## src/rtl/d_debounce.sv

```systemverilog
// rtl/d_debounce.sv - two-flop synchroniser plus stability-qualified debouncer
//
// Purpose:
//   Cleans a raw, asynchronous, possibly bouncing level (switch or button)
//   into a synchronised level suitable for driving a D flip-flop's d input.
//   A new level is accepted only after STABLE_CYCLES consecutive
//   synchronised samples at that level. Shorter excursions are discarded.
//
// Optional feature macro: D_DEBOUNCE_EDGE_EN
//   Defined   : rise/fall are registered one-cycle edge pulses.
//   Undefined : rise/fall are tied to 0 and their registers are not built.
//   The port list is identical in both builds.
//
// Parameters:
//   STABLE_CYCLES - samples at the new level needed to change d_out
//                   (legal range 2 .. 2**CNT_W-1)
//   CNT_W         - stability counter width
//
// Ports:
//   clk    in   system clock, rising edge
//   reset  in   asynchronous active-low reset
//   d_raw  in   raw asynchronous level
//   d_out  out  debounced, synchronised level
//   busy   out  high while a level change is being qualified
//   rise   out  one-cycle pulse as d_out goes 0->1
//   fall   out  one-cycle pulse as d_out goes 1->0

module d_debounce #(
  parameter int STABLE_CYCLES = 4,
  parameter int CNT_W         = 8
) (
  input  logic clk,
  input  logic reset,
  input  logic d_raw,
  output logic d_out,
  output logic busy,
  output logic rise,
  output logic fall
);

  typedef enum logic [1:0] {
    S_LOW      = 2'd0,
    S_CHK_HIGH = 2'd1,
    S_HIGH     = 2'd2,
    S_CHK_LOW  = 2'd3
  } state_t;

  localparam logic [CNT_W-1:0] CNT_LAST = CNT_W'(STABLE_CYCLES - 1);
  localparam logic [CNT_W-1:0] CNT_ONE  = CNT_W'(1);

  logic             sync0;
  logic             sync1;
  logic             d_sync;
  state_t           state;
  state_t           state_nxt;
  logic [CNT_W-1:0] cnt;
  logic [CNT_W-1:0] cnt_nxt;
  logic             d_out_nxt;
  logic             busy_nxt;

  assign d_sync = sync1;

  // Synchroniser and FSM state register.
  always_ff @(posedge clk or negedge reset) begin
    if (!reset) begin
      sync0 <= 1'b0;
      sync1 <= 1'b0;
      state <= S_LOW;
      cnt   <= '0;
      d_out <= 1'b0;
      busy  <= 1'b0;
    end else begin
      sync0 <= d_raw;
      sync1 <= sync0;
      state <= state_nxt;
      cnt   <= cnt_nxt;
      d_out <= d_out_nxt;
      busy  <= busy_nxt;
    end
  end

  // Next-state logic. The first differing sample already counts as 1, so
  // the qualifying sample is the one seen while cnt == STABLE_CYCLES-1.
  always_comb begin
    state_nxt = state;
    cnt_nxt   = cnt;
    case (state)
      S_LOW: begin
        if (d_sync) begin
          state_nxt = S_CHK_HIGH;
          cnt_nxt   = CNT_ONE;
        end else begin
          cnt_nxt = '0;
        end
      end
      S_CHK_HIGH: begin
        if (!d_sync) begin
          state_nxt = S_LOW;
          cnt_nxt   = '0;
        end else if (cnt == CNT_LAST) begin
          state_nxt = S_HIGH;
          cnt_nxt   = '0;
        end else begin
          cnt_nxt = cnt + CNT_ONE;
        end
      end
      S_HIGH: begin
        if (!d_sync) begin
          state_nxt = S_CHK_LOW;
          cnt_nxt   = CNT_ONE;
        end else begin
          cnt_nxt = '0;
        end
      end
      S_CHK_LOW: begin
        if (d_sync) begin
          state_nxt = S_HIGH;
          cnt_nxt   = '0;
        end else if (cnt == CNT_LAST) begin
          state_nxt = S_LOW;
          cnt_nxt   = '0;
        end else begin
          cnt_nxt = cnt + CNT_ONE;
        end
      end
      default: begin
        state_nxt = S_LOW;
        cnt_nxt   = '0;
      end
    endcase

    // Outputs are registered copies decoded from the state being entered,
    // so they change on the same edge as the state itself.
    d_out_nxt = (state_nxt == S_HIGH) || (state_nxt == S_CHK_LOW);
    busy_nxt  = (state_nxt == S_CHK_HIGH) || (state_nxt == S_CHK_LOW);
  end

`ifdef D_DEBOUNCE_EDGE_EN
  logic rise_nxt;
  logic fall_nxt;

  // A pulse fires only on the edge that completes qualification.
  always_comb begin
    rise_nxt = (state == S_CHK_HIGH) && (state_nxt == S_HIGH);
    fall_nxt = (state == S_CHK_LOW) && (state_nxt == S_LOW);
  end

  always_ff @(posedge clk or negedge reset) begin
    if (!reset) begin
      rise <= 1'b0;
      fall <= 1'b0;
    end else begin
      rise <= rise_nxt;
      fall <= fall_nxt;
    end
  end
`else
  assign rise = 1'b0;
  assign fall = 1'b0;
`endif

endmodule
```

## config.mk

```make
export PLATFORM = sky130hd
export DESIGN_NAME = d_debounce
export DESIGN_NICKNAME = d
export VERILOG_FILES = /design/src/rtl/d_debounce.sv
export SDC_FILE = /design/constraint.sdc
export NUM_CORES = 1
export LEC_CHECK = 0
export CAP_MARGIN = 10
export CORE_MARGIN = 2
export CORE_UTILIZATION = 30
export CTS_CLUSTER_DIAMETER = 60
export CTS_CLUSTER_SIZE = 28
export DETAILED_ROUTE_END_ITERATION = 10
export SLEW_MARGIN = 20
export SYNTH_ARGS = -nofsm -noshare
export SYNTH_HDL_FRONTEND = slang
export SYNTH_SLANG_ARGS = --single-unit
```

## constraint.sdc

```tcl
create_clock -name clk -period 2 [get_ports clk]
set_input_delay 0.2 -clock clk [delete_from_list [all_inputs] [get_ports clk]]
set_output_delay 0.2 -clock clk [all_outputs]
set_load 0.02 [all_outputs]
```

==> results by stage <==
Synth:
- Of the total synthesized cell area, the portion taken by XOR and XNOR cells is 6.140%.
- The simple-gate share of the synthesized area is 21.93%.
- The portion of synthesized cell area occupied by the leading cell type is 57.02%.
- Summed over all instances, the cell type with the most area after synthesis is dfrtp_1.
- After synthesis, flip-flops and latches occupy 57.02% of the total area.
- The main combinational cell family by area after synthesis is simple AND/OR/NAND/NOR gates.
- The adder and majority gate portion of the synthesized area is 2.193%.
- The post-synthesis mux area share is 1.974%.
- Counting flops with a built-in enable in the synthesized netlist gives 0.
- The cell count after synthesis is 51.
- The share of synthesized registers carrying an async set or reset is 100.0%.
- The number of synthesized register bits is 13.
- By area the synthesized netlist is led by dfrtp_1 57%, nor4_4 3.7%, a21oi_1 3.5%, nand3_1 3.5%, nor2_1 3.3%.
- The count of synthesis-stage warnings from yosys is 0.
- The average instance area after synthesis is 11.19 µm².
- The leading register cell type out of synthesis is dfrtp_1.
- The combined area of all synthesized cells is 570.5 µm².
- Yosys mapped the design onto 19 distinct sky130hd cell types.
- The synthesized netlist devotes 6.140% of its cell area to compound gates.

Cells and area:
- In the layout the commonest cells are 13 x dfrtp_1, 5 x nor2_1, 4 x a21oi_1, 4 x nand3_1, 4 x clkdlybuf4s50_1.
- The library cell used most frequently in the layout, excluding fill and tap cells, is dfrtp_1.
- For this run, the number of standard cells in the final layout without fillers is 83.
- The multi-input gate area in the final layout is 226.5 µm².
- The layout has 192 filler cells.
- Cells with a size suffix above 1 make up 8.621% of the layout.
- The area growth from synthesis to layout is 15.13%.
- The net count reported at finish is 63.
- In the final layout, flip-flops and latches occupy 325.3 µm².
- The count of inserted antenna diode cells is 0.

Pwr:
- The total power consumption of the routed design is 0.7318 mW.
- In this run the power density over the cells is 1114 nW/µm².
- Registers are responsible for 49.4% of the overall power.
- The total net switching power is 0.2453 mW.
- The share of total power dissipated in combinational logic is 29.0%.
- Across the VDD grid, the largest voltage drop is 0.4725 mV.
- Net switching is 33.53% of the power.
- The leakage power figure is 0.2647 nW.
- Per report_power, the clock group accounts for 21.6% of the total.
- The internal portion of the total power is 0.4864 mW.

Placement:
- The worst-case setup slack after placement is 116.5 ps.
- The instance count after placement with tap cells included is 79.
- The congestion estimate from routability-driven global placement came to 0.7646.
- Buffers placed on the I/O ports in this run total 4.
- The half-perimeter wire length after detailed placement is 614.4 µm.

Floorplan:
- 7 I/O pins were placed.
- The width of the die is 47.61 µm.
- The standard cell core area is 1764 µm².
- The die footprint is 2267 µm².
- Measured along the y axis, the die boundary spans 47.61 µm.
- For this configuration, the core starts out at a cell density of 32.34%.
- The total number of placement rows is 15.

Global routing:
- For this run, the total global-route usage over all layers was measured as 10.91%.
- The initial antenna violation count is 0.
- Summed over all layers, the global routing overflow is 0.
- The via count of the first global-routing pass is 366.
- The first global-routing pass estimated 1607 µm of wire.
- Entering global routing, the biggest net connects 14 pins.

Worst setup path:
- The setup slack of the worst register-to-register path is 100 ps.
- The required arrival time at the worst endpoint is 2160 ps.
- The endpoint identified for the worst register-to-register timing path is d_out.
- The biggest fanout along the worst timing path is 5.
- The path depth of the worst reg2reg path is 4.
- The reg-to-reg critical path startpoint is cnt[0].
- The worst setup path is launched from a flip-flop.
- The critical path starts at cnt[0].
- The capturing element of the worst setup path is d_out.
- Data on the critical path arrives at its endpoint at 2060 ps.
- The classification of the worst setup path is reg2reg.
- The endpoint kind of the worst setup timing path is a flip-flop.

Timing:
- In the finished design, the share of the clock period the worst path needs comes to 94.91%.
- The final hold violation count is 0.
- The accumulated negative setup slack is 0 ps.
- In the post-route analysis, the smallest setup slack over all paths is 101.7 ps.
- Setup repair after global routing left no endpoint under its margin.
- The minimum clock period is 1898 ps.
- The count of pins over their slew limit was 0.
- The maximum operating frequency is 0.5268 GHz.
- Setup violations remaining at the end of the flow were counted as 0.
- In this run the tightest slew margin relative to its limit is 62.22%.
- For the final database, setup skew stands at 0.8889 ps.
- For the pin with the worst max-slew slack, the measured transition is 565.0 ps.

Clock tree:
- The clock-pin slew of the registers on the worst-case setup and hold paths is 70 ps.
- In this run, post-CTS hold repair placed 0 buffers.
- The root buffer cell chosen for the clock tree is clkbuf_4.
- The deepest clock path buffer count is 2.
- The number of buffers added for setup after CTS is 0.
- TritonCTS built the clock tree.
- The number of levels in the clock H-tree is 1.
- The sink count of the clock tree is 13.
- Clock latency on the worst-skew pair, taken at its later pin, is 270 ps.
- The post-cts resize count is 0.
- The CTS buffer count is 3.

Route:
- The total DRC errors in the routed layout is 0.
- In this run, the number of DRC markers left after iteration 0 of detailed routing was 5.
- The aggregate routed wire length is 846 µm.
- The vias per cell is 4.530.
- The detail route stage leaves a number of antenna-violating nets equal to 0.
- Summing over every cut layer, the via total after detailed routing is 376.
- After detailed routing, the average wire length per cell comes to 10.19 µm.
- The detailed-routing iteration count for the pre-antenna-repair pass is 4.

Run:
- The max-capacitance violation count is 0.

Outcome:
- The flow ran to the end, and the final reports show no timing, DRC or antenna violations.

Hold path:
- The tightest min-delay check is of the in2async type.
cells in the mapped netlist, drive strengths merged, types with 2 or more instances:
master and instances:
inv 2, o21ai 3, nand2b 2, dfrtp 13, nor3 2, xor2 2, xnor2 2, nor2 5
nand3 4, or3 3, buf 2, a21oi 4
kinds of logic (layout without fill, tap and decap cells):
group / count (synthesis) / after routing
xor gates and xnor gates: 4 / 4
muxes: 1 / 1
adders and majority gates: 1 / 1
AOI/OAI and AO/OA: 7 / 7
other: 1 / 2
DFF: 13 / 13
buffers and inverters: 4 / 10
and+or+nand+nor: 20 / 20
area by class of cell:
| class | count | share of cell area, % |
|---|---|---|
| Timing Repair Buffer | 4 | 6.095 |
| Sequential cell | 13 | 49.52 |
| Tap cell | 25 | 4.762 |
| Multi-Input combinational cell | 35 | 34.48 |
| Clock buffer | 4 | 4.000 |
| Inverter | 2 | 1.143 |
critical path, cell delays in order, from the launching register on:
cell	delay (ps)
dfrtp_1	420
ha_1	240
or4b_4	500
nor4_4	270
mux2_1	350
metrics by stage:
stage               cell area [µm²]  util, %  hold WS [ps]
finish                        656.9    37.23         287.3
global route                  656.9    37.23         332.9
CTS                           656.9    37.23         299.3
detailed placement            630.6    35.74         337.9
global placement              630.6    35.74         333.9
floorplan                     574.3        -        -95.59
how the worst min path moves through the flow:
stage,endpoint,slack [ps],cells after the start
2_1_floorplan,busy,-100,0
4_1_cts,cnt[0],300,1
6_report,sync0,290,1
3_3_place_gp,d_sync,330,0
3_5_place_dp,d_sync,340,0
5_1_grt,d_out,330,1
power groups by stage:
| stage | Combinational [mW] | Sequential (mW) | Clock, mW |
|---|---|---|---|
| 2_1_floorplan | 0.123 | 0.382 | 0 |
| 3_3_place_gp | 0.217 | 0.364 | 0 |
| 3_5_place_dp | 0.214 | 0.367 | 0 |
| 4_1_cts | 0.215 | 0.362 | 0.165 |
| 5_1_grt | 0.234 | 0.372 | 0.180 |
| 6_report | 0.212 | 0.362 | 0.158 |
flip-flops by register name, indices dropped and copies added (netlist names):
| name | cells |
|---|---|
| sync0 | 1 |
| d_sync | 1 |
| busy | 1 |
| state | 1 |
| cnt | 8 |
| d_out | 1 |
metal layers:
layer | up-vias | track usage, % | part of all wire, %
li1 | 184 | - | -
met1 | 176 | 14.89 | 49
met2 | 13 | 14.32 | 43
met3 | 3 | 3.396 | 4.7
met4 | 0 | 8.108 | 2.6
met5 | - | 0 | 0
Note: power is estimated with default switching activity, not from simulation.
